**config.mk**
```make
export PLATFORM = sky130hd
export DESIGN_NAME = icache
export DESIGN_NICKNAME = d
export VERILOG_FILES = /design/src/rtl/icache.sv
export SDC_FILE = /design/constraint.sdc
export NUM_CORES = 1
export LEC_CHECK = 0
export BUFFER_PORTS_ARGS = -buffer_cell sky130_fd_sc_hd__clkbuf_2
export CORE_MARGIN = 3
export CORE_UTILIZATION = 65
export DETAILED_ROUTE_END_ITERATION = 10
export PLACE_DENSITY = 0.83
export SYNTH_ARGS = -nofsm -noshare
export SYNTH_HDL_FRONTEND = slang
export SYNTH_SLANG_ARGS = --single-unit
```
**constraint.sdc**
```tcl
create_clock -name CLK -period 16.85 [get_ports CLK]
set_clock_uncertainty 0.05 [all_clocks]
set_input_delay 3.37 -clock CLK [delete_from_list [all_inputs] [get_ports CLK]]
set_output_delay 3.37 -clock CLK [all_outputs]
set_load 0.01 [all_outputs]
```
**src/rtl/icache.sv**
```systemverilog
// Direct-mapped, read-only instruction cache sitting between the fetch stage
// and the memory controller. Hits are answered combinationally from the frame
// array. A miss issues one single-word read and fills the frame, and the
// fetch stage then sees the hit in the following IDLE cycle.
//
// state | meaning
// ------+------------------------------------------------------------------
// IDLE  | serve hits; a requested miss latches its word address
// FETCH | memory read of miss_addr outstanding; fill when iwait drops
module icache #(
    parameter int SETS = 16
) (
    input  logic        CLK,
    input  logic        nRST,
    input  logic        imemREN,
    input  logic [31:0] imemaddr,
    output logic        ihit,
    output logic [31:0] imemload,
    output logic        iREN,
    output logic [31:0] iaddr,
    input  logic        iwait,
    input  logic [31:0] iload
);

    localparam int IW = $clog2(SETS);
    localparam int TW = 30 - IW;

    typedef enum logic {
        IDLE  = 1'b0,
        FETCH = 1'b1
    } state_t;

    state_t state;

    // Word address of the outstanding miss, {tag, index}.
    logic [29:0] miss_addr;

    logic [SETS-1:0] valid;
    logic [TW-1:0]   tag_mem  [SETS];
    logic [31:0]     data_mem [SETS];

    logic [TW-1:0] req_tag;
    logic [IW-1:0] req_idx;
    logic [TW-1:0] fill_tag;
    logic [IW-1:0] fill_idx;
    logic          hit;
    logic          fill;
    logic [1:0]    unused_byte_offset;

    assign req_tag  = imemaddr[31:IW+2];
    assign req_idx  = imemaddr[IW+1:2];
    assign fill_tag = miss_addr[29:IW];
    assign fill_idx = miss_addr[IW-1:0];

    // Byte offset within the word never affects the lookup.
    assign unused_byte_offset = imemaddr[1:0];

    // Lookup only counts in IDLE; FETCH ignores the datapath entirely.
    assign hit  = (state == IDLE) && imemREN && valid[req_idx]
                  && (tag_mem[req_idx] == req_tag);
    assign fill = (state == FETCH) && !iwait;

    // Datapath and memory-side outputs, all derived from registered state so
    // an asynchronous reset drops iREN at once.
    always_comb begin
        ihit     = hit;
        imemload = hit ? data_mem[req_idx] : 32'd0;
        iREN     = (state == FETCH);
        iaddr    = (state == FETCH) ? {miss_addr, 2'b00} : 32'd0;
    end

    // Two-state miss controller; miss_addr is frozen for the whole FETCH.
    always_ff @(posedge CLK or negedge nRST) begin
        if (!nRST) begin
            state     <= IDLE;
            miss_addr <= '0;
        end else begin
            case (state)
                IDLE: begin
                    if (imemREN && !hit) begin
                        miss_addr <= {req_tag, req_idx};
                        state     <= FETCH;
                    end
                end
                FETCH: begin
                    if (!iwait) begin
                        state <= IDLE;
                    end
                end
                default: state <= IDLE;
            endcase
        end
    end

    // Valid bits: cleared by reset, set by a completed fill.
    always_ff @(posedge CLK or negedge nRST) begin
        if (!nRST) begin
            valid <= '0;
        end else if (fill) begin
            valid[fill_idx] <= 1'b1;
        end
    end

    // Tag and data are meaningless while invalid, so they carry no reset.
    // A fill overwrites the frame unconditionally (conflict eviction).
    always_ff @(posedge CLK) begin
        if (fill) begin
            tag_mem[fill_idx]  <= fill_tag;
            data_mem[fill_idx] <= iload;
        end
    end

endmodule

```
== Word-level counts from Yosys, hierarchy flattened ==
Memory sizes are Yosys's and may differ from the RTL's.
Cells that the tools add are included.
Cells by class
  muxes and demuxes: 11
  reductions and logical operators: 9
  bitwise operators: 2
  div/mod/pow operators: 0
  equality and inequality tests: 1
  order comparisons: 3
  multipliers: 0
  add/sub/neg operators: 0
  shift-type cells: 0
Operators with widths (number)
  $mux W32: 2
  $eq A26 B26 Y1: 1
  $or A16 B16 Y16: 1
  $lt A4 B5 Y1 const B: 2
  $logic_and A1 B1 Y1: 6
  $mux W1: 6
  $bmux W1 S4: 1
  $demux W1 S4: 1
  $ge A4 B1 Y1 const B: 1
  $logic_not A1 Y1: 2
  $pmux W1 S2: 1
  $reduce_and A2 Y1: 1
  $not A1 Y1: 1
Word-level totals
  memories: 2
  logic and storage cells: 31
  output and inout port bits: 66
  input port bits: 68
  bits in latches: 0
  memory bits (read-only): 0
  bits in writable memories: 928
  register bits after elaboration: 47
Memories
  data_mem: depth 16, width 32, rd ports 1, clocked after Yosys merged registers in 0, wr ports 1, RTL line 40  | logic [31:0] data_mem [SETS];
  tag_mem: depth 16, width 26, rd ports 1, clocked after Yosys merged registers in 0, wr ports 1, RTL line 39  | logic [TW-1:0] tag_mem [SETS];

== Depth between registers and ports, before layout ==
  depth after elaboration: 8
  gate-level depth with buffers: 14
  gate-level depth less buffers: 8

== Worst setup path before layout ==
No wires, ideal clock.
  kind: input to output
  start point: input imemaddr[2]
  end point: output imemload[10]
  required time: 13430 ps
  buffers on the path: 7
  stages: 10
  arrival time: 6318 ps
  setup slack: 7112 ps
  cells stage by stage: buf_6 -> buf_6 -> buf_4 -> buf_4 -> buf_2 -> clkbuf_1 -> buf_1 -> mux4_2 -> mux4_2 -> nor2b_1
Between the ends
  cells in the longest elaborated chain, start to end: 5
  elaborated cells between the ends (all ways): 8
  classes of those cells: eq/ne: 1; mux: 3; reduce/logical: 2; memory: 2
Ends and longest elaborated chain
  start, declared: RTL line 16  | input logic [31:0] imemaddr,
  parallel branches: the longest is 4 deep, another holds $mem_v2 Z16 W26
  $mux W32 (*): RTL line 67  | imemload = hit ? data_mem[req_idx] : 32'd0;
  end, declared: RTL line 18  | output logic [31:0] imemload,
Every way passes the cells marked *. The select of a mux whose other input is x is not followed.

== Worst setup path in the final report ==
  start point: input imemaddr[3]
  end point: output imemload[9]
Same word-level chain as after synthesis.

==> impl_metrics.toml <==
[synth]
ys_seq_area_share_pct = 76.25
syn_area_um2 = 38090
synth_seq_cells = 975
synth.distinct_cells = 59
synth_edf_count = 928
synthFlopType = "edfxtp_1"
synth.avg_cell_area_um2 = 22.71
yosysWarnings = 0
syn_inst = 1677
async_flop_share_pct = 4.821

[timing]
period_needed_ps = 11790
finalSetupViolCount = 0
timing.slew.headroom_pct = 14.66
finalHoldViolCount = 0
fmax_mhz = 84.85
fin_setup_tns_ps = 0
rsz0062_at_grt = "no"
tightestPinTransition_ps = 1277
report.final.slew_viol_count = 0
fin_crit_sh_pct = 69.94

[setup_path]
crit_fanout = 78
critPathRequiredTime_ps = 13430
cp.arrival_ps = 8370
crit_path_end_kind = "output port"
worstSetupPathType = "primary input to output port"
crit_path_start_kind = "primary input"

[final_layout]
final_cells = 2692
drive_gt1_share_pct = 32.14
multiInputGateArea_um2 = 8615
register_area_um2 = 29040
layout_commonest_cell = "edfxtp_1"
num-fill-cells = 3090
area_growth_pct = 12.37
layout_common_cells = "928 x edfxtp_1, 242 x mux4_2, 126 x clkbuf_2"
fin_nets = 1916

[floorplan]
die_h_um = 248.1
core_um2 = 57810
start_util_pct = 65.89
ios = 134
dieArea_um2 = 61540
row_count = 88
die_x_um = 248.1

[global_route]
gr-usage-all-layers_pct = 30.83
grt_pass1_vias = 19540
antenna_found_initial = 1
grt.overflow.total = 0
grt_pass1_wl_um = 133600
grt_max_degree = 81

[detailed_routing]
detail_route.wl_per_cell_um = 34.05
final_antenna_net_count = 0
detail_route.vias_per_cell = 6.916
vias = 18620
firstDrtPassIters = 5
drt_iter0_markers = 2183
drc_errors = 0
wirelength_um = 91680

[clocking]
cts_tree = "done"
h-tree-depth = 3
cts_hold_buf = 0
post_cts_buffers = 0
clock_tree.buffer_depth = 3
cts.reportedPaths.clkPinSlew_ps = 60
numCtsBuffers = 93
clk_latency_ps = 650
clock-sinks = 975
cts_root_buf = "clkbuf_16"
cts_resized = 0

[place]
place_congestion = 0.7358
dp_cells = 2518
portBuffers = 129
dpl.hpwl_um = 42850

[flow_run]
max-cap-violations = 0

[hold_path]
hp-class = "flip-flop to flip-flop"

[power_and_ir_drop]
leakage_uw = 0.01408
pwr_density_cell_nw_per_um2 = 128.2
vdd_drop_max_mv = 0.09879

[status]
status = "finished clean"
registers in the layout, indices dropped and copies added (netlist names):
signal / count
data_mem: 512
tag_mem: 416
miss_addr: 30
valid: 16
iREN: 1
cells in the mapped netlist (all sizes together) (2+ instances only):
cell type	number	area (um^2)
o211ai	2	15.01
nand2	13	48.80
nand4	3	18.77
or2	17	106.4
nor3	13	65.06
a31oi	2	12.51
nand2b	5	31.28
nand3b	4	30.03
edfxtp	928	27870
xnor2	17	148.9
a221oi	2	17.52
and2b	2	15.01
nor2	26	97.59
clkbuf	31	127.6
o21ai	8	40.04
mux4	252	5713
mux2i	59	590.6
nor4b	5	50.04
or3	4	25.02
nor3b	2	15.01
nor2b	39	244.0
a22oi	10	75.07
buf	54	384.1
xor2	10	87.58
o22ai	6	37.54
a22o	8	70.07
and2	30	187.7
a211oi	2	15.01
dfrtp	47	1176
o31ai	3	36.28
mux2	34	491.7
nand3	3	15.01
inv	6	22.52
a21oi	13	65.06
o21a	2	15.01
metal layers:
metal | GRT usage, % | part of all wire, % | up-vias
li1 | - | - | 7360
met1 | 41.00 | 35 | 9703
met2 | 51.14 | 51 | 1303
met3 | 5.748 | 9.6 | 249
met4 | 13.35 | 4.3 | 2
met5 | 0 | 0.014 | -
layout make-up:
cell class	count	share of cell area, %
Multi-Input combinational cell	611	20.13
Tap cell	765	2.236
Sequential cell	975	67.86
Clock buffer	115	5.873
Inverter	6	0.05262
Clock inverter	58	1.719
Antenna cell	1	0.005847
Timing Repair Buffer	161	2.131
power by group:
part | internal, uW | total [uW] | switching, uW | leakage, uW
logic | 163 | 366 | 203 | 0.00361
registers | 2800 | 2900 | 99.1 | 0.00890
clock network | 1310 | 2220 | 912 | 0.00157
total | 4280 | 5490 | 1210 | 0.0141
per-stage QoR:
step | hold WS [ps] | setup slack (ps) | total power (uW) | utilization, % | instance area [um^2]
after floorplan | 383.7 | 7112 | 3153 | - | 38090
after global placement | 395.9 | 5382 | 3280 | 68.42 | 39550
after detailed placement | 398.7 | 5264 | 3306 | 68.42 | 39550
after CTS | 418.6 | 5126 | 5505 | 74.04 | 42800
after global routing | 430.1 | 4959 | 5629 | 74.04 | 42800
final | 418.5 | 5065 | 5489 | 74.04 | 42800
worst max-delay path, stage by stage:
cell and delay, ps:
buf_8 520, buf_4 1000, mux4_1 690, nor2b_1 240
o31ai_1 110, nor4b_1 410, o22ai_1 210, or3_1 400
or4_4 840, nor2b_1 290, clkbuf_2 190
path summary, 6_finish.rpt:
path,slack (ps),cells past startpoint,from,to
worst max-delay path,5060,11,imemaddr[3],imemload[9]
worst min-delay path,420,1,valid[2],valid[2]
worst max register to register,12010,9,iREN,miss_addr[4]
worst min register to register,420,1,valid[2],valid[2]
max in group asynchronous,13390,2,nRST,miss_addr[27]
min in group asynchronous,2830,2,nRST,miss_addr[5]
cells by family after synthesis:
family                 synth area share [%]
flip-flops                            76.25
multiplexers                          17.84
AND/OR/NAND/NOR                       2.658
buffers and inverters                 1.429
AO/OA/AOI/OAI                         1.189
XOR/XNOR                             0.6209
other                              0.009846
No activity file was read; power rests on OpenSTA's default activity.
